### config.mk
export PLATFORM = sky130hd
export DESIGN_NAME = clut_load_ctrl_flat
export DESIGN_NICKNAME = d
export VERILOG_FILES = /design/src/rtl/clut_load_ctrl_if.sv /design/src/rtl/clut_load_ctrl.sv /design/src/flat_wrapper.sv
export SDC_FILE = /design/constraint.sdc
export NUM_CORES = 1
export LEC_CHECK = 0
export CAP_MARGIN = 10
export CORE_ASPECT_RATIO = 1.25
export CORE_UTILIZATION = 43
export DETAILED_ROUTE_END_ITERATION = 7
export HOLD_SLACK_MARGIN = 0.03
export PLACE_DENSITY_LB_ADDON = 0.05
export SETUP_SLACK_MARGIN = 0.05
export SLEW_MARGIN = 20
export SYNTH_ARGS = -nofsm -noshare
export SYNTH_HDL_FRONTEND = slang
export SYNTH_SLANG_ARGS = --single-unit
### constraint.sdc
create_clock -name clk -period 2.6 [get_ports clk]
set_clock_uncertainty 0.05 [all_clocks]
set_input_delay 0.52 -clock clk [delete_from_list [all_inputs] [get_ports clk]]
set_output_delay 0.52 -clock clk [all_outputs]
set_load 0.1 [all_outputs]
### src/rtl/clut_load_ctrl_if.sv
// clut_load_ctrl_if: request, VRAM burst-read and CLUT cache write-port signals of clut_load_ctrl.
interface clut_load_ctrl_if #(parameter int ADDR_W = 17);
  logic              i_loadReq;
  logic [14:0]       i_clutID;
  logic              i_is8bpp;
  logic              o_busy;
  logic              o_loadDone;
  logic              o_memReq;
  logic [ADDR_W-1:0] o_memAddr;
  logic              i_memAck;
  logic              i_memValid;
  logic [31:0]       i_memData;
  logic              o_write;
  logic [6:0]        o_writeIdx128;
  logic [31:0]       o_colorOut;
  modport master (
    input  i_loadReq, i_clutID, i_is8bpp, i_memAck, i_memValid, i_memData,
    output o_busy, o_loadDone, o_memReq, o_memAddr, o_write, o_writeIdx128, o_colorOut
  );
  modport slave (
    output i_loadReq, i_clutID, i_is8bpp, i_memAck, i_memValid, i_memData,
    input  o_busy, o_loadDone, o_memReq, o_memAddr, o_write, o_writeIdx128, o_colorOut
  );
endinterface

### src/rtl/clut_load_ctrl.sv
// clut_load_ctrl: fills the CLUT cache from VRAM in 8-word bursts (1 for 4bpp, 16 for 8bpp).
// Define CLUT_DEPTH_TAG_EN to skip refills of the most recently loaded CLUT.
module clut_load_ctrl (
  input  logic           clk,
  input  logic           i_nrst,
  clut_load_ctrl_if.master bus
);
  typedef enum logic [1:0] {IDLE, REQ, DATA, DONE} state_t;
  state_t      r_state, w_next;
  logic [14:0] r_id;
  logic        r_8bpp;
  logic [3:0]  r_burst;
  logic [2:0]  r_beat;
  logic        r_write, r_done;
  logic [6:0]  r_idx;
  logic [31:0] r_color;
  logic        w_accept, w_wr, w_end, w_last, w_hit, w_tag8;
  logic [7:0]  w_col;
`ifdef CLUT_DEPTH_TAG_EN
  logic [14:0] r_tag_id;
  logic        r_tag_8, r_tag_v;
  assign w_hit  = r_tag_v && r_tag_id == bus.i_clutID && (r_tag_8 || !bus.i_is8bpp);
  assign w_tag8 = w_hit && r_tag_8;
  always_ff @(posedge clk)
    if (!i_nrst) {r_tag_v, r_tag_8, r_tag_id} <= '0;
    else if (r_state == DONE) {r_tag_v, r_tag_8, r_tag_id} <= {1'b1, r_8bpp, r_id};
`else
  assign w_hit  = 1'b0;
  assign w_tag8 = 1'b0;
`endif
  // Column wraps inside the 256-word line; Y never sees a carry.
  assign w_col = 8'({r_id[5:0], 3'b000} + {5'd0, r_burst, 3'b000});
  assign w_accept = r_state == IDLE && bus.i_loadReq;
  assign w_wr     = r_state == DATA && bus.i_memValid;
  assign w_end    = w_wr && r_beat == 3'd7;
  assign w_last   = r_burst == (r_8bpp ? 4'd15 : 4'd0);
  assign bus.o_busy        = r_state != IDLE;
  assign bus.o_memReq      = r_state == REQ;
  assign bus.o_memAddr     = r_state == REQ ? {r_id[14:6], w_col} : '0;
  assign bus.o_write       = r_write;
  assign bus.o_writeIdx128 = r_idx;
  assign bus.o_colorOut    = r_color;
  assign bus.o_loadDone    = r_done;
  always_comb begin
    w_next = r_state;
    if (w_accept) w_next = w_hit ? DONE : REQ;
    if (r_state == REQ && bus.i_memAck) w_next = DATA;
    if (w_end) w_next = w_last ? DONE : REQ;
    if (r_state == DONE) w_next = IDLE;
  end
  always_ff @(posedge clk) begin
    if (!i_nrst) begin
      r_state <= IDLE;
      r_id    <= '0;
      r_8bpp  <= 1'b0;
      r_burst <= '0;
      r_beat  <= '0;
      r_write <= 1'b0;
      r_done  <= 1'b0;
      r_idx   <= '0;
      r_color <= '0;
    end else begin
      r_state <= w_next;
      r_write <= w_wr;
      r_done  <= r_state == DONE;
      if (w_accept) begin
        r_id    <= bus.i_clutID;
        r_8bpp  <= bus.i_is8bpp | w_tag8;
        r_burst <= '0;
        r_beat  <= '0;
      end
      if (w_wr) begin
        r_idx   <= {r_burst, r_beat};
        r_color <= bus.i_memData;
        r_beat  <= r_beat + 3'd1;
        if (r_beat == 3'd7) r_burst <= r_burst + 4'd1;
      end
    end
  end
endmodule

### src/flat_wrapper.sv
// flat-port wrapper written by rule: the top's interface ports become plain ports
module clut_load_ctrl_flat 
  (clk, i_nrst, bus_i_loadReq, bus_i_clutID, bus_i_is8bpp, bus_i_memAck, bus_i_memValid, bus_i_memData, bus_o_busy, bus_o_loadDone, bus_o_memReq, bus_o_memAddr, bus_o_write, bus_o_writeIdx128, bus_o_colorOut);
  clut_load_ctrl_if bus_i ();
  input  logic clk;
  input  logic i_nrst;
  input wire logic [$bits(bus_i.i_loadReq)-1:0] bus_i_loadReq;
  input wire logic [$bits(bus_i.i_clutID)-1:0] bus_i_clutID;
  input wire logic [$bits(bus_i.i_is8bpp)-1:0] bus_i_is8bpp;
  input wire logic [$bits(bus_i.i_memAck)-1:0] bus_i_memAck;
  input wire logic [$bits(bus_i.i_memValid)-1:0] bus_i_memValid;
  input wire logic [$bits(bus_i.i_memData)-1:0] bus_i_memData;
  output wire logic [$bits(bus_i.o_busy)-1:0] bus_o_busy;
  output wire logic [$bits(bus_i.o_loadDone)-1:0] bus_o_loadDone;
  output wire logic [$bits(bus_i.o_memReq)-1:0] bus_o_memReq;
  output wire logic [$bits(bus_i.o_memAddr)-1:0] bus_o_memAddr;
  output wire logic [$bits(bus_i.o_write)-1:0] bus_o_write;
  output wire logic [$bits(bus_i.o_writeIdx128)-1:0] bus_o_writeIdx128;
  output wire logic [$bits(bus_i.o_colorOut)-1:0] bus_o_colorOut;
  assign bus_i.i_loadReq = bus_i_loadReq;
  assign bus_i.i_clutID = bus_i_clutID;
  assign bus_i.i_is8bpp = bus_i_is8bpp;
  assign bus_i.i_memAck = bus_i_memAck;
  assign bus_i.i_memValid = bus_i_memValid;
  assign bus_i.i_memData = bus_i_memData;
  assign bus_o_busy = bus_i.o_busy;
  assign bus_o_loadDone = bus_i.o_loadDone;
  assign bus_o_memReq = bus_i.o_memReq;
  assign bus_o_memAddr = bus_i.o_memAddr;
  assign bus_o_write = bus_i.o_write;
  assign bus_o_writeIdx128 = bus_i.o_writeIdx128;
  assign bus_o_colorOut = bus_i.o_colorOut;
  clut_load_ctrl u_core (.clk(clk), .i_nrst(i_nrst), .bus(bus_i));
endmodule
==> run metrics, run 1 <==
status completed; PD cells 527 nW/µm²; post-route ant nets 0; clock root cell clkbuf_8; Post-Layout Inst Area 4260 µm²; CP Data Required Time about 2.0 ns; min-delay worst type register to register; vias per inst 4.80; vias post-DR 2529; Storage cell area 1310 µm²; number of global-route vias before repair ~2400; Post-synth EDFFs 0; area leader, netlist dfxtp_1; Tot Pwr approximately 0.0022 W; Mapped Cells 333; number of diodes 0; final wirelength 6480 µm; CTS clock-pin slew for the worst setup and hold paths 0.07 ns; Syn-to-layout area delta 50.8%; Worst Setup End Kind output port; PortBufs 108; DP Area between 4000 and 5000 µm²; P_leak 1.77 nW; Die W 74.5 µm; Final nets 499; Slew @ Worst Pin 0.559 ns; crit path kind register to output port; max_cap viols 0; fraction of registers with async set/reset 0; Top Ports 113; Die ar. 6900 µm²; Combinational Power Share 0.181; switching part of the total 0.279; #FFs+latches synth 65; Seq pwr share 0.465; Max clock buf depth 2; syn avg cell area 8.48 µm²; Multi-input gate area between 1000 and 1500 µm²; layout cells sized above 1 0.238; clk_lat worst skew ~0.33 ns; 1st-iter DRT viols 128; clock group share of total power 0.353; maximum VDD drop about 500 µV; Setup Viol. Count Final 0; CP Launch Type register; Switch Pwr 0.000626 W; commonest non-fill, non-tap cell in the layout nand2_1; FP Rows 32; Fin. Hold Viols 0; crit path max-delay cell type dfxtp_2; minimum clock period 2.59 ns; Final HPWL DP 4360 µm; final worst-path cycle share 0.997; P_int 0.00162 W; CTS tree done; crit-path cells ha_4 > fa_2 > a21o_1 > a21oi_2 > mux2i_4 > buf_12; WL/cell 12.3 µm; first-pass iteration count of the detailed router 4; Synth warnings 0; DRC 0; initial antenna violation count 0; setup TNS 0 ns; Yosys cell types 36; Sink Count 65; CP peak stage delay between 0.3 and 0.4 ns; top cell type's share of synthesized area 0.461; Crit path arrival time 2.02 ns; Filler Cell Count 548; Rel. slew slack 0.627; htree depth 3; CTS Buf Count 9; commonest non-fill, non-tap cells in the layout nand2_1, dfxtp_1, a21boi_1; largest net degree at the start of global routing 67; CP Max Fanout 2; total congestion overflow 0; ranking of synthesized cells by area dfxtp_1, a21boi_1, nand2_1, ha_1, and2_1; sequential area share after synthesis 0.461; ys flop type dfxtp_1; hold_buf cts 0; RSZ-0062 raised after global routing yes; Slew Limit Fails 0; first-pass GRT wire length 10800 µm; Max Clk Rate 0.386 GHz; Core Area 6250 µm²; GPL Wtd Cong 0.766; starting density of the core 0.452; total global-route track usage 0.206; mapped cell area 2830 µm²; Die Height 92.6 µm
-- power by group through the flow --
stage	registers [W]	logic, W	clock network [W]
finish	0.00105	0.000407	0.000793
global route	0.00105	0.000435	0.000853
CTS	0.00104	0.000411	0.000819
detailed placement	0.00107	0.000410	0
global placement	0.00106	0.000408	0
floorplan	0.00113	0.000198	0
-- repair_timing --
item	in CTS	in global routing
endpoints found under the setup margin	2	2
resized for setup	7	2
setup buffers	1	1
pin swaps	3	2
-- sequential cells by signal, summed over array words and instances, names as in the netlist --
signal,cells
u_core.bus.o_colorOut,32
u_core.r_id,14
u_core.bus.o_writeIdx128,7
u_core.r_burst,4
u_core.r_beat,3
u_core.r_state,2
u_core.bus.o_loadDone,1
u_core.bus.o_write,1
u_core.r_8bpp,1
-- cell usage after synthesis, types with 2 or more instances --
master,count
nor2b_1,2
clkbuf_1,9
and2_1,13
nand2_1,116
nor2_1,2
ha_1,7
dfxtp_1,65
nand3_1,6
o21ai_0,2
buf_2,13
a21boi_1,59
and3_1,2
buf_4,4
mux2i_1,3
a21o_1,3
o21a_1,2
a21oi_1,3
nand2b_1,4
-- worst max-delay path, delay by kind of cell (launching register included) --
| kind | cells | cell delay (ns) |
|---|---|---|
| mux | 1 | 0.28 |
| flops | 1 | 0.34 |
| buf+inv | 1 | 0.20 |
| compound gates | 2 | 0.38 |
| fa+ha+maj | 2 | 0.50 |
-- layer usage --
layer,vias to the layer above,global-route usage,share of wire
met4,0,0.0802,0.015
met2,75,0.327,0.49
met1,1148,0.249,0.42
li1,1297,-,-
met3,9,0.0762,0.075
met5,-,0,0
-- kinds of logic (layout without fill, tap and decap cells) --
group | count (synthesis) | after routing | synth area share
AOI/OAI and AO/OA | 74 | 74 | 0.193
xor gates and xnor gates | 1 | 1 | 0.00310
adders and majority gates | 8 | 8 | 0.0381
buffers and inverters | 26 | 133 | 0.0456
DFF | 65 | 65 | 0.461
muxes | 3 | 3 | 0.0106
other | 1 | 3 | 0.00133
and+or+nand+nor | 155 | 155 | 0.248
-- final cells by class --
| cell class | instances | area share |
|---|---|---|
| Multi-Input combinational cell | 244 | 0.343 |
| Clock inverter | 4 | 0.0106 |
| Timing Repair Buffer | 118 | 0.284 |
| Tap cell | 85 | 0.0250 |
| Clock buffer | 11 | 0.0308 |
| Sequential cell | 65 | 0.307 |
-- path summary, 6_finish.rpt --
path	from	endpoint	slack [ns]	cells after the start
min reg2reg	u_core.r_id[7]$_SDFFE_PN0P_	u_core.r_id[7]$_SDFFE_PN0P_	0.40	2
max	u_core.r_burst[0]$_SDFF_PN0_	bus_o_memAddr[7]	0.008	6
max reg2reg	u_core.r_beat[0]$_SDFFE_PN0P_	u_core.r_burst[3]$_SDFF_PN0_	1.05	5
min	u_core.r_id[7]$_SDFFE_PN0P_	u_core.r_id[7]$_SDFFE_PN0P_	0.40	2
-- per-stage QoR --
stage	util	setup slack, ns	cells	hold slack [ns]
after detailed placement	0.647	0.218	510	0.391
after CTS	0.680	-0.0437	526	0.400
after global placement	0.647	0.235	510	0.387
final	0.682	0.00778	527	0.398
after global routing	0.682	-0.0666	527	0.417
after floorplan	-	-0.0250	335	0.380
No activity file was read; power rests on OpenSTA's default activity.
==> run 2, diff against run 1 <==
--- a/config.mk
+++ b/config.mk
@@ -5,9 +5,12 @@
 export SDC_FILE = /design/constraint.sdc
 export NUM_CORES = 1
 export LEC_CHECK = 0
+export ABC_CLOCK_PERIOD_IN_PS = 2600
 export CAP_MARGIN = 10
 export CORE_ASPECT_RATIO = 1.25
 export CORE_UTILIZATION = 43
+export CTS_CLUSTER_DIAMETER = 80
+export CTS_CLUSTER_SIZE = 20
 export DETAILED_ROUTE_END_ITERATION = 7
 export HOLD_SLACK_MARGIN = 0.03
 export PLACE_DENSITY_LB_ADDON = 0.05
==> results of run 2 <==
Final layout, timing and power as in run 1 (identical DEF).
